===== config.mk =====
export PLATFORM = sky130hd
export DESIGN_NAME = bldc_rampup_seq
export DESIGN_NICKNAME = d
export VERILOG_FILES = /design/src/rtl/bldc_pkg.sv /design/src/rtl/bldc_comm_timer.sv /design/src/rtl/bldc_rampup_seq.sv
export SDC_FILE = /design/constraint.sdc
export NUM_CORES = 1
export LEC_CHECK = 0
export ABC_CLOCK_PERIOD_IN_PS = 6200
export CAP_MARGIN = 20
export CORE_UTILIZATION = 45
export DETAILED_ROUTE_END_ITERATION = 10
export GPL_ROUTABILITY_DRIVEN = 1
export GPL_TIMING_DRIVEN = 0
export PLACE_DENSITY_LB_ADDON = 0.05
export SETUP_SLACK_MARGIN = 0.2
export SLEW_MARGIN = 20
export SYNTH_ARGS = -nofsm -noshare
export SYNTH_HDL_FRONTEND = slang
export SYNTH_SLANG_ARGS = --single-unit

===== constraint.sdc =====
create_clock -name clk_i -period 6.2 [get_ports clk_i]
set_input_delay 1.24 -clock clk_i [delete_from_list [all_inputs] [get_ports clk_i]]
set_output_delay 1.24 -clock clk_i [all_outputs]
set_load 0.01 [all_outputs]

===== src/rtl/bldc_pkg.sv =====
// rtl/bldc_pkg.sv - shared types and helpers for the BLDC open-loop start-up sequencer
package bldc_pkg;

    typedef enum logic [1:0] {
        ST_IDLE,
        ST_ALIGN,
        ST_RAMP,
        ST_DONE
    } rampup_state_e;

    typedef logic [2:0] step_t;

    localparam step_t STEP_LAST = 3'd5;

    // Unsigned add with saturation; the 17-bit sum cannot wrap before the compare.
    function automatic logic [15:0] sat_add16(input logic [15:0] a,
                                              input logic [15:0] b,
                                              input logic [15:0] max);
        logic [16:0] sum;
        sum = {1'b0, a} + {1'b0, b};
        if (sum > {1'b0, max}) begin
            return max;
        end
        return sum[15:0];
    endfunction

endpackage


===== src/rtl/bldc_comm_timer.sv =====
// rtl/bldc_comm_timer.sv - commutation interval timer with six-step wrap counter
module bldc_comm_timer
    import bldc_pkg::*;
#(
    parameter int PW = 24
) (
    input  logic          clk_i,
    input  logic          rst_ni,
    input  logic          ena_i,
    input  logic          restart_i,
    input  logic [PW-1:0] limit_i,
    output logic          wrap_o,
    output logic          tick_o,
    output step_t         step_o
);

    localparam logic [PW-1:0] ONE = PW'(1);

    logic [PW-1:0] cnt_q, cnt_d;
    logic          tick_q, tick_d;
    step_t         step_q, step_d;

    // wrap_o is the combinational "commutate at this edge" used by the sequencer
    always_comb begin
        wrap_o = ena_i && !restart_i && (cnt_q == limit_i - ONE);
        cnt_d  = cnt_q;
        step_d = step_q;
        tick_d = wrap_o;
        if (restart_i) begin
            cnt_d  = '0;
            step_d = '0;
        end else if (ena_i) begin
            if (wrap_o) begin
                cnt_d  = '0;
                step_d = (step_q == STEP_LAST) ? step_t'(0) : step_q + 3'd1;
            end else begin
                cnt_d = cnt_q + ONE;
            end
        end
    end

    always_ff @(posedge clk_i or negedge rst_ni) begin
        if (!rst_ni) begin
            cnt_q  <= '0;
            tick_q <= 1'b0;
            step_q <= '0;
        end else begin
            cnt_q  <= cnt_d;
            tick_q <= tick_d;
            step_q <= step_d;
        end
    end

    assign tick_o = tick_q;
    assign step_o = step_q;

endmodule


===== src/rtl/bldc_rampup_seq.sv =====
// rtl/bldc_rampup_seq.sv - BLDC open-loop start-up: rotor alignment then accelerating six-step ramp
module bldc_rampup_seq
    import bldc_pkg::*;
#(
    parameter int          PW             = 24,
    parameter int          ALIGN_CYCLES   = 10,
    parameter logic [15:0] ALIGN_DUTY     = 16'd64,
    parameter int          START_PERIOD   = 20,
    parameter int          END_PERIOD     = 8,
    parameter int          PERIOD_DEC     = 4,
    parameter int          COMMS_PER_STEP = 2,
    parameter logic [15:0] START_DUTY     = 16'd100,
    parameter logic [15:0] DUTY_INC       = 16'd50,
    parameter logic [15:0] DUTY_MAX       = 16'd1000
) (
    input  logic          clk_i,
    input  logic          rst_ni,
    input  logic          start_i,
    input  logic          abort_i,
    output logic [PW-1:0] period_o,
    output logic          comm_tick_o,
    output logic [2:0]    step_o,
    output logic [15:0]   duty_o,
    output logic          busy_o,
    output logic          done_o
);

    localparam logic [PW-1:0] ONE        = PW'(1);
    localparam logic [PW-1:0] ALIGN_LAST = PW'(ALIGN_CYCLES - 1);
    localparam logic [PW-1:0] START_P    = PW'(START_PERIOD);
    localparam logic [PW-1:0] END_P      = PW'(END_PERIOD);
    localparam logic [PW-1:0] DEC_P      = PW'(PERIOD_DEC);
    localparam logic [15:0]   CPS_LAST   = 16'(COMMS_PER_STEP - 1);

    rampup_state_e state_q, state_d;
    logic [PW-1:0] align_cnt_q, align_cnt_d;
    logic [PW-1:0] period_q, period_d;
    logic [15:0]   duty_q, duty_d;
    logic [15:0]   comm_cnt_q, comm_cnt_d;
    logic          busy_q, busy_d;
    logic          done_q, done_d;

    logic  go_idle;
    logic  timer_ena;
    logic  timer_restart;
    logic  wrap;
    logic  tick;
    step_t step;

    always_comb begin
        go_idle       = abort_i || !start_i;
        timer_ena     = (state_q == ST_RAMP) || (state_q == ST_DONE);
        timer_restart = go_idle || !timer_ena;

        state_d     = state_q;
        align_cnt_d = align_cnt_q;
        period_d    = period_q;
        duty_d      = duty_q;
        comm_cnt_d  = comm_cnt_q;
        busy_d      = busy_q;
        done_d      = done_q;

        case (state_q)
            ST_IDLE: begin
                if (start_i && !abort_i) begin
                    state_d     = ST_ALIGN;
                    align_cnt_d = '0;
                    duty_d      = ALIGN_DUTY;
                    busy_d      = 1'b1;
                end
            end
            ST_ALIGN: begin
                if (align_cnt_q == ALIGN_LAST) begin
                    state_d    = ST_RAMP;
                    period_d   = START_P;
                    duty_d     = START_DUTY;
                    comm_cnt_d = '0;
                end else begin
                    align_cnt_d = align_cnt_q + ONE;
                end
            end
            ST_RAMP: begin
                if (wrap) begin
                    if (comm_cnt_q == CPS_LAST) begin
                        comm_cnt_d = '0;
                        duty_d     = sat_add16(duty_q, DUTY_INC, DUTY_MAX);
                        // Compare before subtracting so a small period never underflows
                        if (period_q <= END_P + DEC_P) begin
                            period_d = END_P;
                            state_d  = ST_DONE;
                            done_d   = 1'b1;
                        end else begin
                            period_d = period_q - DEC_P;
                        end
                    end else begin
                        comm_cnt_d = comm_cnt_q + 16'd1;
                    end
                end
            end
            ST_DONE: begin
            end
            default: state_d = ST_IDLE;
        endcase

        if (go_idle) begin
            state_d     = ST_IDLE;
            align_cnt_d = '0;
            period_d    = '0;
            duty_d      = '0;
            comm_cnt_d  = '0;
            busy_d      = 1'b0;
            done_d      = 1'b0;
        end
    end

    always_ff @(posedge clk_i or negedge rst_ni) begin
        if (!rst_ni) begin
            state_q     <= ST_IDLE;
            align_cnt_q <= '0;
            period_q    <= '0;
            duty_q      <= '0;
            comm_cnt_q  <= '0;
            busy_q      <= 1'b0;
            done_q      <= 1'b0;
        end else begin
            state_q     <= state_d;
            align_cnt_q <= align_cnt_d;
            period_q    <= period_d;
            duty_q      <= duty_d;
            comm_cnt_q  <= comm_cnt_d;
            busy_q      <= busy_d;
            done_q      <= done_d;
        end
    end

    bldc_comm_timer #(
        .PW(PW)
    ) u_timer (
        .clk_i    (clk_i),
        .rst_ni   (rst_ni),
        .ena_i    (timer_ena),
        .restart_i(timer_restart),
        .limit_i  (period_q),
        .wrap_o   (wrap),
        .tick_o   (tick),
        .step_o   (step)
    );

    assign period_o    = period_q;
    assign comm_tick_o = tick;
    assign step_o      = step;
    assign duty_o      = duty_q;
    assign busy_o      = busy_q;
    assign done_o      = done_q;

endmodule


After elaboration in Yosys (flattened, before gate mapping)

Cells that the tools add are included.

$add $sub $neg: 7
Order comparisons: 2
Equal/unequal tests: 13
Muxes and demuxes: 49
Reduce and logical (&&, ||, !) cells: 30

Operators with widths:

| operator                                                                          | number |
|---|---|
| 24-bit 2-to-1 mux                                                                 | 11 |
| 16-bit 2-to-1 mux                                                                 | 11 |
| 24-bit one-hot mux with 2 select lines                                            | 2 |
| 24-bit by 1-bit adder with 24-bit output, second input constant                   | 2 |
| 16-bit one-hot mux with 3 select lines                                            | 1 |
| 16-bit one-hot mux with 2 select lines                                            | 1 |
| 24-bit == test                                                                    | 1 |
| 24-bit by 4-bit == test with 1-bit output, second input constant                  | 1 |
| 24-bit by 4-bit less-or-equal comparator with 1-bit output, second input constant | 1 |
| 24-bit by 1-bit subtractor with 24-bit output, second input constant              | 1 |
| 24-bit by 3-bit subtractor with 24-bit output, second input constant              | 1 |
| 16-bit by 6-bit adder with 17-bit output, second input constant                   | 1 |
| 17-bit by 10-bit greater-than comparator with 1-bit output, second input constant | 1 |
| 16-bit by 1-bit adder with 16-bit output, second input constant                   | 1 |
| 16-bit by 1-bit == test with 1-bit output, second input constant                  | 1 |
| 2-bit nonzero test                                                                | 8 |
| 1-bit 2-to-1 mux                                                                  | 12 |
| 2-bit 2-to-1 mux                                                                  | 6 |
| 3-bit 2-to-1 mux                                                                  | 4 |
| 3-bit by 2-bit != test with 1-bit output, second input constant                   | 3 |
| 3-bit != test, second input constant                                              | 3 |
| 4-bit AND reduction                                                               | 2 |
| 2-bit one-hot mux with 3 select lines                                             | 1 |
| 3-bit AND reduction                                                               | 2 |
| other kinds (13)                                                                  | 23 |

Bits in registers: 112
Input port bits: 4
Output and inout bits: 46
Word-level logic and storage cells: 111

Logic depth before layout (Yosys ltp)

Gate-level depths: netlist of the first run.

Depth in word-level cells: 14
Depth in mapped cells: 13
Depth with buffers taken out: 10

Modules after synthesis

From an unflattened synthesis of the first run, not the netlist that was laid out.

Cell total of the unflattened synthesis: 795
Area, all modules: 6859.1 µm²

By module, submodules not included:

| module          | instances | cells an instance | area an instance (µm²) | sequential area each (µm²) |
|---|---|---|---|---|
| bldc_rampup_seq | 1         | 537               | 4675.7                 | 2026.9 |
| bldc_comm_timer | 1         | 258               | 2183.3                 | 700.7 |

Least setup slack after synthesis of the first run

No wires, ideal clock.

Kind: input to register
Start point: input abort_i
End point: register duty_q[1] (netlist: duty_o[1])
Library setup time: 0.125 ns
Data arrival time: 3.370 ns
Data required time: 6.075 ns
Setup slack: 2.705 ns
Cell stages on the path: 11
Buffers on the path: 3
Cell sequence: nand2b_1 -> clkbuf_1 -> a2111oi_0 -> nand4bb_1 -> nor4_1 -> and4_4 -> and2_4 -> buf_6 -> a31o_1 -> buf_6 -> mux2_4

Longest elaborated chain between the ends: 7
Elaborated cells on any way between the ends: 14
Those cells by class: eq/ne: 4; mux: 1; reduce/logical: 9

RTL lines:

| element                                                   | RTL line               | text |
|---|---|---|
| from (decl)                                               | bldc_rampup_seq.sv:19  | `input logic abort_i,` |
| 1-bit logical OR                                          | bldc_rampup_seq.sv:51  | `go_idle = abort_i \|\| !start_i;` |
| 1-bit logical OR                                          | bldc_rampup_seq.sv:53  | `timer_restart = go_idle \|\| !timer_ena;` |
| 1-bit logical NOT                                         | bldc_comm_timer.sv:25  | `wrap_o = ena_i && !restart_i && (cnt_q == limit_i - ONE);` |
| 1-bit logical AND (2 in a row)                            | bldc_comm_timer.sv:25  |  |
| 3-bit by 2-bit != test with 1-bit output (no source line) | -                      |  |
| 5-bit AND reduction (no source line)                      | -                      |  |
| to (signal assigned)                                      | bldc_rampup_seq.sv:129 | `duty_q <= duty_d;` |
| to (decl)                                                 | bldc_rampup_seq.sv:38  | `logic [15:0] duty_q, duty_d;` |

Parallel ways exist; a longest one is shown, timed or not.
A chain may end at the register's enable or synchronous reset.

Worst setup path after layout of the first run

Start point: input abort_i
End point: register period_q[13] (netlist: period_o[13])

Longest elaborated chain between the ends: 7
Elaborated cells on any way between the ends: 11
Those cells by class: eq/ne: 3; mux: 1; reduce/logical: 7

RTL lines:

| element                                                   | RTL line               | text |
|---|---|---|
| 1-bit logical OR *                                        | bldc_rampup_seq.sv:51  |  |
| 1-bit logical OR                                          | bldc_rampup_seq.sv:53  |  |
| 1-bit logical NOT                                         | bldc_comm_timer.sv:25  |  |
| 1-bit logical AND (2 in a row)                            | bldc_comm_timer.sv:25  |  |
| 3-bit by 2-bit != test with 1-bit output (no source line) | -                      |  |
| 4-bit AND reduction (no source line)                      | -                      |  |
| to (signal assigned)                                      | bldc_rampup_seq.sv:128 | `period_q <= period_d;` |
| to (decl)                                                 | bldc_rampup_seq.sv:37  | `logic [PW-1:0] period_q, period_d;` |

Every way passes the cells marked *; elsewhere a longest branch is shown, timed or not.

==> results of run 1 <==
==> cell families (layout without fill, tap and decap cells) <==
kind of cell,Yosys count,in the layout,synth area share [%]
AO/OA/AOI/OAI,193,193,19.4
XOR/XNOR,63,63,7.85
adder cells (fa/ha/maj),12,12,2.14
buffers and inverters,79,142,5.04
flip-flops,109,109,38.8
multiplexers,6,6,1.01
other,1,3,0.0534
AND/OR/NAND/NOR,346,346,25.7
==> worst max path at each step <==
stage	from	end	slack, ns
after global placement	rst_ni	u_timer.cnt_q[18]	-0.48
after CTS	abort_i	period_o[20]	1.88
after floorplan	abort_i	duty_o[1]	2.70
after detailed placement	abort_i	period_o[10]	1.52
after global routing	abort_i	period_o[16]	1.50
final	abort_i	period_o[13]	1.79
==> critical path, stage by stage <==
cell	delay, ns
clkdlybuf4s50_1	0.42
nand2b_1	0.16
clkbuf_1	0.24
a2111oi_0	0.56
nand4bb_1	0.19
nor4_1	0.34
and4_4	0.31
nand4_1	0.46
buf_2	0.41
a31oi_1	0.21
o31ai_1	0.10
==> final cells by class <==
| cell class | count | area [um2] |
|---|---|---|
| buffer | 48 | 238 |
| clock buffer | 11 | 253 |
| clock inverter | 5 | 57.6 |
| fill | 1464 | 7130 |
| inverter | 31 | 116 |
| multi-input combinational | 623 | 3950 |
| sequential | 109 | 2730 |
| tap | 188 | 235 |
| timing repair buffer | 47 | 489 |
==> synth_stat cells, drive strengths merged (2+ instances only) <==
cell	number
a2111oi	4
a21boi	4
a21o	5
a21oi	21
a22o	2
a22oi	6
a311oi	2
a31o	11
a31oi	20
a32oi	10
and2	11
and3	20
and4	9
buf	16
clkbuf	32
dfrtp	109
ha	12
inv	30
mux2	3
mux2i	3
nand2	56
nand2b	7
nand3	51
nand4	25
nor2	92
nor2b	5
nor3	20
nor3b	3
nor4	20
o2111ai	6
o211ai	5
o21a	2
o21ai	38
o21bai	3
o22ai	11
o2bb2ai	2
o311ai	5
o31ai	14
o32ai	2
o41ai	11
or2	4
or3	7
or4	11
xnor2	21
xor2	42
==> per-layer routing <==
metal | vias up | track usage (%) | routed length (um)
li1 | 3118 | - | -
met1 | 3256 | 32.5 | 8790
met2 | 209 | 43.8 | 9700
met3 | 42 | 5.27 | 920
met4 | 0 | 10.2 | 506
met5 | - | 0 | 0
==> sequential cells by signal, summed over array words and instances (netlist names) <==
name and flops:
align_cnt_q 24, busy_o 1, comm_cnt_q 16, done_o 1
duty_o 15, period_o 22, state_q 2, u_timer.cnt_q 24
u_timer.step_o 3, u_timer.tick_o 1
==> per-stage QoR <==
stage                     setup TNS (ns)  cells  area [um2]  util (%)
final                                  0   1062        8070      53.1
after global routing                   0   1062        8070      53.1
after CTS                              0   1062        8070      53.1
after detailed placement               0   1046        7760      51.0
after global placement            -50.60   1045        7730      50.8
after floorplan                        0    811        7030         -
==> where the power goes <==
group          switching, uW  leakage, uW  total, uW  internal, uW
Combinational            130      0.00159        194          63.6
Sequential              8.19      0.00152        724           715
Clock                    276     0.000156        613           337
==> run_results.csv, run 1 <==
group,metric,value,unit
setup_path,start_kind,"input port",
clock_tree,cts_tree,"yes",
worst_hold_path,hp-start,"align_cnt_q[23]",
setup_path,required,6.43,ns
sta,timing.fmax,227,MHz
final_layout,final_nets,885,
die,rows,45,
sta,post-route-min-period,4.41,ns
setup_path,path_class,"in -> reg",
clock_tree,cts_buffers,9,
global_route,grt_pass1_wl,33000,um
clock_tree,clockBufferDepth,2,
detailed_routing,wl,19900,um
synth,syn_inst,809,
synth,avgSynthCellArea,8.69,um2
sta,hold_viol_final,0,
final_layout,final_cell_mix,"dfrtp_1 (109), nor2_1 (92), nand2_1 (56)",
detailed_routing,routed_via_density,6.24,
final_layout,drive_above_1_share,6.86,%
global_route,grt_pass1_vias,6465,
placement,hpwl,14300,um
detailed_routing,ant_nets,0,
setup_path,r2r_slack,2.12,ns
placement,port_buffers,46,
synth,ys_seq_elements,109,
clock_tree,post-cts-setup-buffer-count,0,
die,dieArea,16100,um2
clock_tree,clockRootBuffer,"clkbuf_16",
clock_tree,h-tree-depth,3,
synth,synth_area_leader_cell,"dfrtp_1",
synth,synthArstFlopShare,100,%
synth,ys_types,74,
die,initial_core_util,46.2,%
setup_path,worstRegToRegCells,12,
final_layout,antennaDiodeCount,0,
clock_tree,clkLatencyLatePin,0.36,ns
setup_path,end_kind,"flop",
sta,holdWs,0.485,ns
sta,worst_pin_slew,0.966,ns
final_layout,syn_to_final_growth,14.8,%
flow_run,drv_cap,0,
die,fp.dieH,127,um
sta,setup_viol_count_final,0,
worst_hold_path,min_path_cells,1,
setup_path,cp_max_fo,10,
setup_path,r2r-start,"period_o[2]",
global_route,grt.overflow.total,0,
worst_hold_path,hold_path_class,"reg -> reg",
synth,ys.flop_type,"dfrtp_1",
synth,syn_area,7030,um2
clock_tree,clkSinkCount,109,
pwr,p_per_area,190,nW/um2
sta,slew_headroom,34.0,%
die,die_w,127,um
worst_hold_path,hold_path_end,"align_cnt_q[23]",
setup_path,reg2reg_to,"period_o[13]",
synth,ys_seq_area_share,38.8,%
detailed_routing,routedWlPerCell,18.8,um
setup_path,arrival,4.63,ns
sta,rsz0062_at_grt,"false",
pwr,leakagePower,0.00326,uW
synth,synth.top_cell.area_share,38.8,%
global_route,grt_usage,25.9,%
die,core,15200,um2
detailed_routing,drt_pass1_iterations,5,
pwr,irDropWorstVdd,0.147,mV
run_status,outcome,"finished clean",
sta,clock_skew,0.00638,ns
placement,gp_congestion,0.895,
pwr,finalPower,1530,uW
die,num_io_pins,50,
global_route,antenna_found_initial,0,
sta,post-route-period-util,71.1,%
detailed_routing,drt_iter0_markers,502,
clock_tree,cts-resized-gates,0,
global_route,grt_max_degree,70,
sta,drv_slew,0,
synth,synth.area.top_cells,"dfrtp_1 (39%), xor2_1 (5.2%), nor2_1 (4.9%), nand3_1 (3.6%), nand2_1 (3.0%)",
synth,synth-edff-count,0,
placement,dp_slack,1.52,ns
clock_tree,path_clk_slew,0.07,ns
detailed_routing,route.detailed.drc,0,
clock_tree,postCtsHoldBufs,0,
synth,ys_warn_count,0,
detailed_routing,num_vias,6625,
final_layout,layout_commonest_cell,"dfrtp_1",
sta,setup_ws,1.79,ns
Power figures use the tool's default switching activity.
==> inputs of run 2 (changes only) <==
--- a/config.mk
+++ b/config.mk
@@ -5,7 +5,7 @@
 export SDC_FILE = /design/constraint.sdc
 export NUM_CORES = 1
 export LEC_CHECK = 0
-export ABC_CLOCK_PERIOD_IN_PS = 6200
+export ABC_CLOCK_PERIOD_IN_PS = 4070
 export CAP_MARGIN = 20
 export CORE_UTILIZATION = 45
 export DETAILED_ROUTE_END_ITERATION = 10
==> constraint.sdc (replaced) <==
create_clock -name clk_i -period 4.07 [get_ports clk_i]
set_input_delay 0.814 -clock clk_i [delete_from_list [all_inputs] [get_ports clk_i]]
set_output_delay 0.814 -clock clk_i [all_outputs]
set_load 0.01 [all_outputs]
==> run 2 against run 1 <==
Hold slack got worse by 0.13 ns; first-iteration DRC count fell by 9.2%; critical path depth rose by 1; register-to-register slack got worse by 1.8 ns; global-route usage grew 0.15 points; final cell count is 0.47% higher; sequential cell count did not move; count of clock-buffer cells in the layout unchanged; clock power increased by 54%; non-clock buffer count up 5; sequential share of layout area is 0.39 points lower; routed wire length grew 1.3%.
==> run_results.csv, run 2 (synthesized netlist as in run 1, its figures left out) <==
group,metric,value,unit
final_layout,antennaDiodeCount,0,
clock_tree,clkLatencyLatePin,0.37,ns
pwr,irDropWorstVdd,0.228,mV
clock_tree,clockBufferDepth,2,
setup_path,r2r_slack,0.36,ns
die,fp.dieH,127,um
pwr,finalPower,2360,uW
sta,timing.fmax,270,MHz
global_route,grt_max_degree,70,
sta,hold_viol_final,0,
detailed_routing,drt_pass1_iterations,6,
flow_run,drv_cap,0,
final_layout,layout_commonest_cell,"dfrtp_1",
final_layout,final_nets,890,
setup_path,end_kind,"flop",
detailed_routing,wl,20200,um
die,core,15200,um2
final_layout,final_cell_mix,"dfrtp_1 (108), nor2_1 (92), nand2_1 (56)",
clock_tree,h-tree-depth,3,
global_route,antenna_found_initial,0,
die,rows,45,
sta,drv_slew,0,
die,num_io_pins,50,
clock_tree,postCtsHoldBufs,0,
detailed_routing,ant_nets,0,
setup_path,slowest_delay,0.56,ns
sta,rsz0062_at_grt,"false",
setup_path,arrival,3.95,ns
placement,hpwl,14300,um
pwr,p_per_area,289,nW/um2
setup_path,start_kind,"flop",
setup_path,critPathSlowestCell,"or3b_2",
sta,post-route-period-util,91.1,%
die,die_w,127,um
die,initial_core_util,46.2,%
setup_path,crit_chain,"inv_1 > ha_1 > or3b_2 > or4_1 > o31ai_2 > nor4_2 > and4_4 > and4_1 > buf_2 > o21ai_4 > clkbuf_4 > o22ai_1",
global_route,grt_usage,26.0,%
global_route,grt_pass1_wl,33200,um
die,dieArea,16100,um2
placement,port_buffers,46,
final_layout,drive_above_1_share,8.19,%
clock_tree,path_clk_slew,0.08,ns
global_route,grt.overflow.total,0,
detailed_routing,routed_via_density,6.28,
detailed_routing,num_vias,6702,
placement,gp_congestion,0.895,
pwr,leakagePower,0.00331,uW
sta,post-route-min-period,3.71,ns
sta,clock_skew,0.00904,ns
run_status,outcome,"finished clean",
sta,slew_headroom,33.9,%
global_route,grt_pass1_vias,6500,
clock_tree,cts_tree,"yes",
setup_path,path_class,"reg -> reg",
sta,worst_pin_slew,0.966,ns
detailed_routing,drt_iter0_markers,456,
sta,setup_viol_count_final,0,
clock_tree,clockRootBuffer,"clkbuf_16",
worst_hold_path,hold_path_class,"in -> async",
detailed_routing,route.detailed.drc,0,
clock_tree,cts_buffers,9,
detailed_routing,routedWlPerCell,18.9,um
setup_path,cp_max_fo,10,
setup_path,required,4.32,ns
final_layout,fin_area,8170,um2
clock_tree,clkSinkCount,109,
placement,placed_area,7760,um2
final_layout,syn_to_final_growth,16.2,%
run 2: cell count changes in the layout (fill, tap and decap cells not counted), moves of 2 or more:
cell,previous run,this run
nor4_4,1,4
a2111oi_0,4,2
nor4_2,3,1
buf_4,5,10
nor3_1,20,18
nor3_2,0,2
run 2: repair_timing:
action / 4_1_cts / 5_1_grt
endpoints found under the setup margin: 39 / 77
setup buffers: 4 / 1
pin swaps: 1 / 2
gates resized for setup: 1 / 13
run 2: metrics by stage:
step                hold slack, ns  cells  setup TNS, ns  utilization, %  setup WS, ns
finish                       0.355   1067              0            53.7         0.361
global route                 0.384   1067              0            53.7         0.203
CTS                          0.366   1066              0            53.3         0.192
detailed placement           0.478   1046          -1.66            51.0        -0.180
global placement             0.467   1045        -237.50            50.8         -2.18
floorplan                    0.447    811              0               -         0.844
run 2: final cells by class:
type                            count  area, um2
Multi-Input combinational cell    623       4010
Inverter                           31        116
Tap cell                          188        235
Clock inverter                      5       57.6
Timing Repair Buffer               52        527
Clock buffer                       11        253
Buffer                             48        241
Sequential cell                   109       2730
Fill cell                        1454       7030
run 2: worst paths after layout:
| check | start | to | cells after the start |
|---|---|---|---|
| setup reg to reg | period_o[2] | period_o[17] | 12 |
| hold / removal | rst_ni | align_cnt_q[23] | 1 |
| hold reg to reg | align_cnt_q[23] | align_cnt_q[23] | 1 |
| setup / recovery | period_o[2] | period_o[17] | 12 |
| max in group asynchronous | rst_ni | duty_o[14] | 2 |
| min in group clk_i | align_cnt_q[23] | align_cnt_q[23] | 1 |
run 2: worst max-delay path, delay by kind of cell (launching register included):
kind | cells | cell delay, ns
AND/OR/NAND/NOR | 5 | 1.51
adder cells (fa/ha/maj) | 1 | 0.23
flip-flops | 1 | 0.49
buffers and inverters | 3 | 0.59
AO/OA/AOI/OAI | 3 | 0.76
run 2: power by group:
| group | internal [uW] | switching, uW |
|---|---|---|
| Combinational | 108 | 209 |
| Clock | 513 | 429 |
| Sequential | 1090 | 12.6 |
run 2: layer usage:
layer / global-route usage [%] / up-vias / routed length (um)
met1: 32.5 / 3301 / 8940
met5: 0 / - / 0
met4: 10.3 / 0 / 565
li1: - / 3127 / -
met2: 44.1 / 225 / 9750
met3: 5.48 / 49 / 915
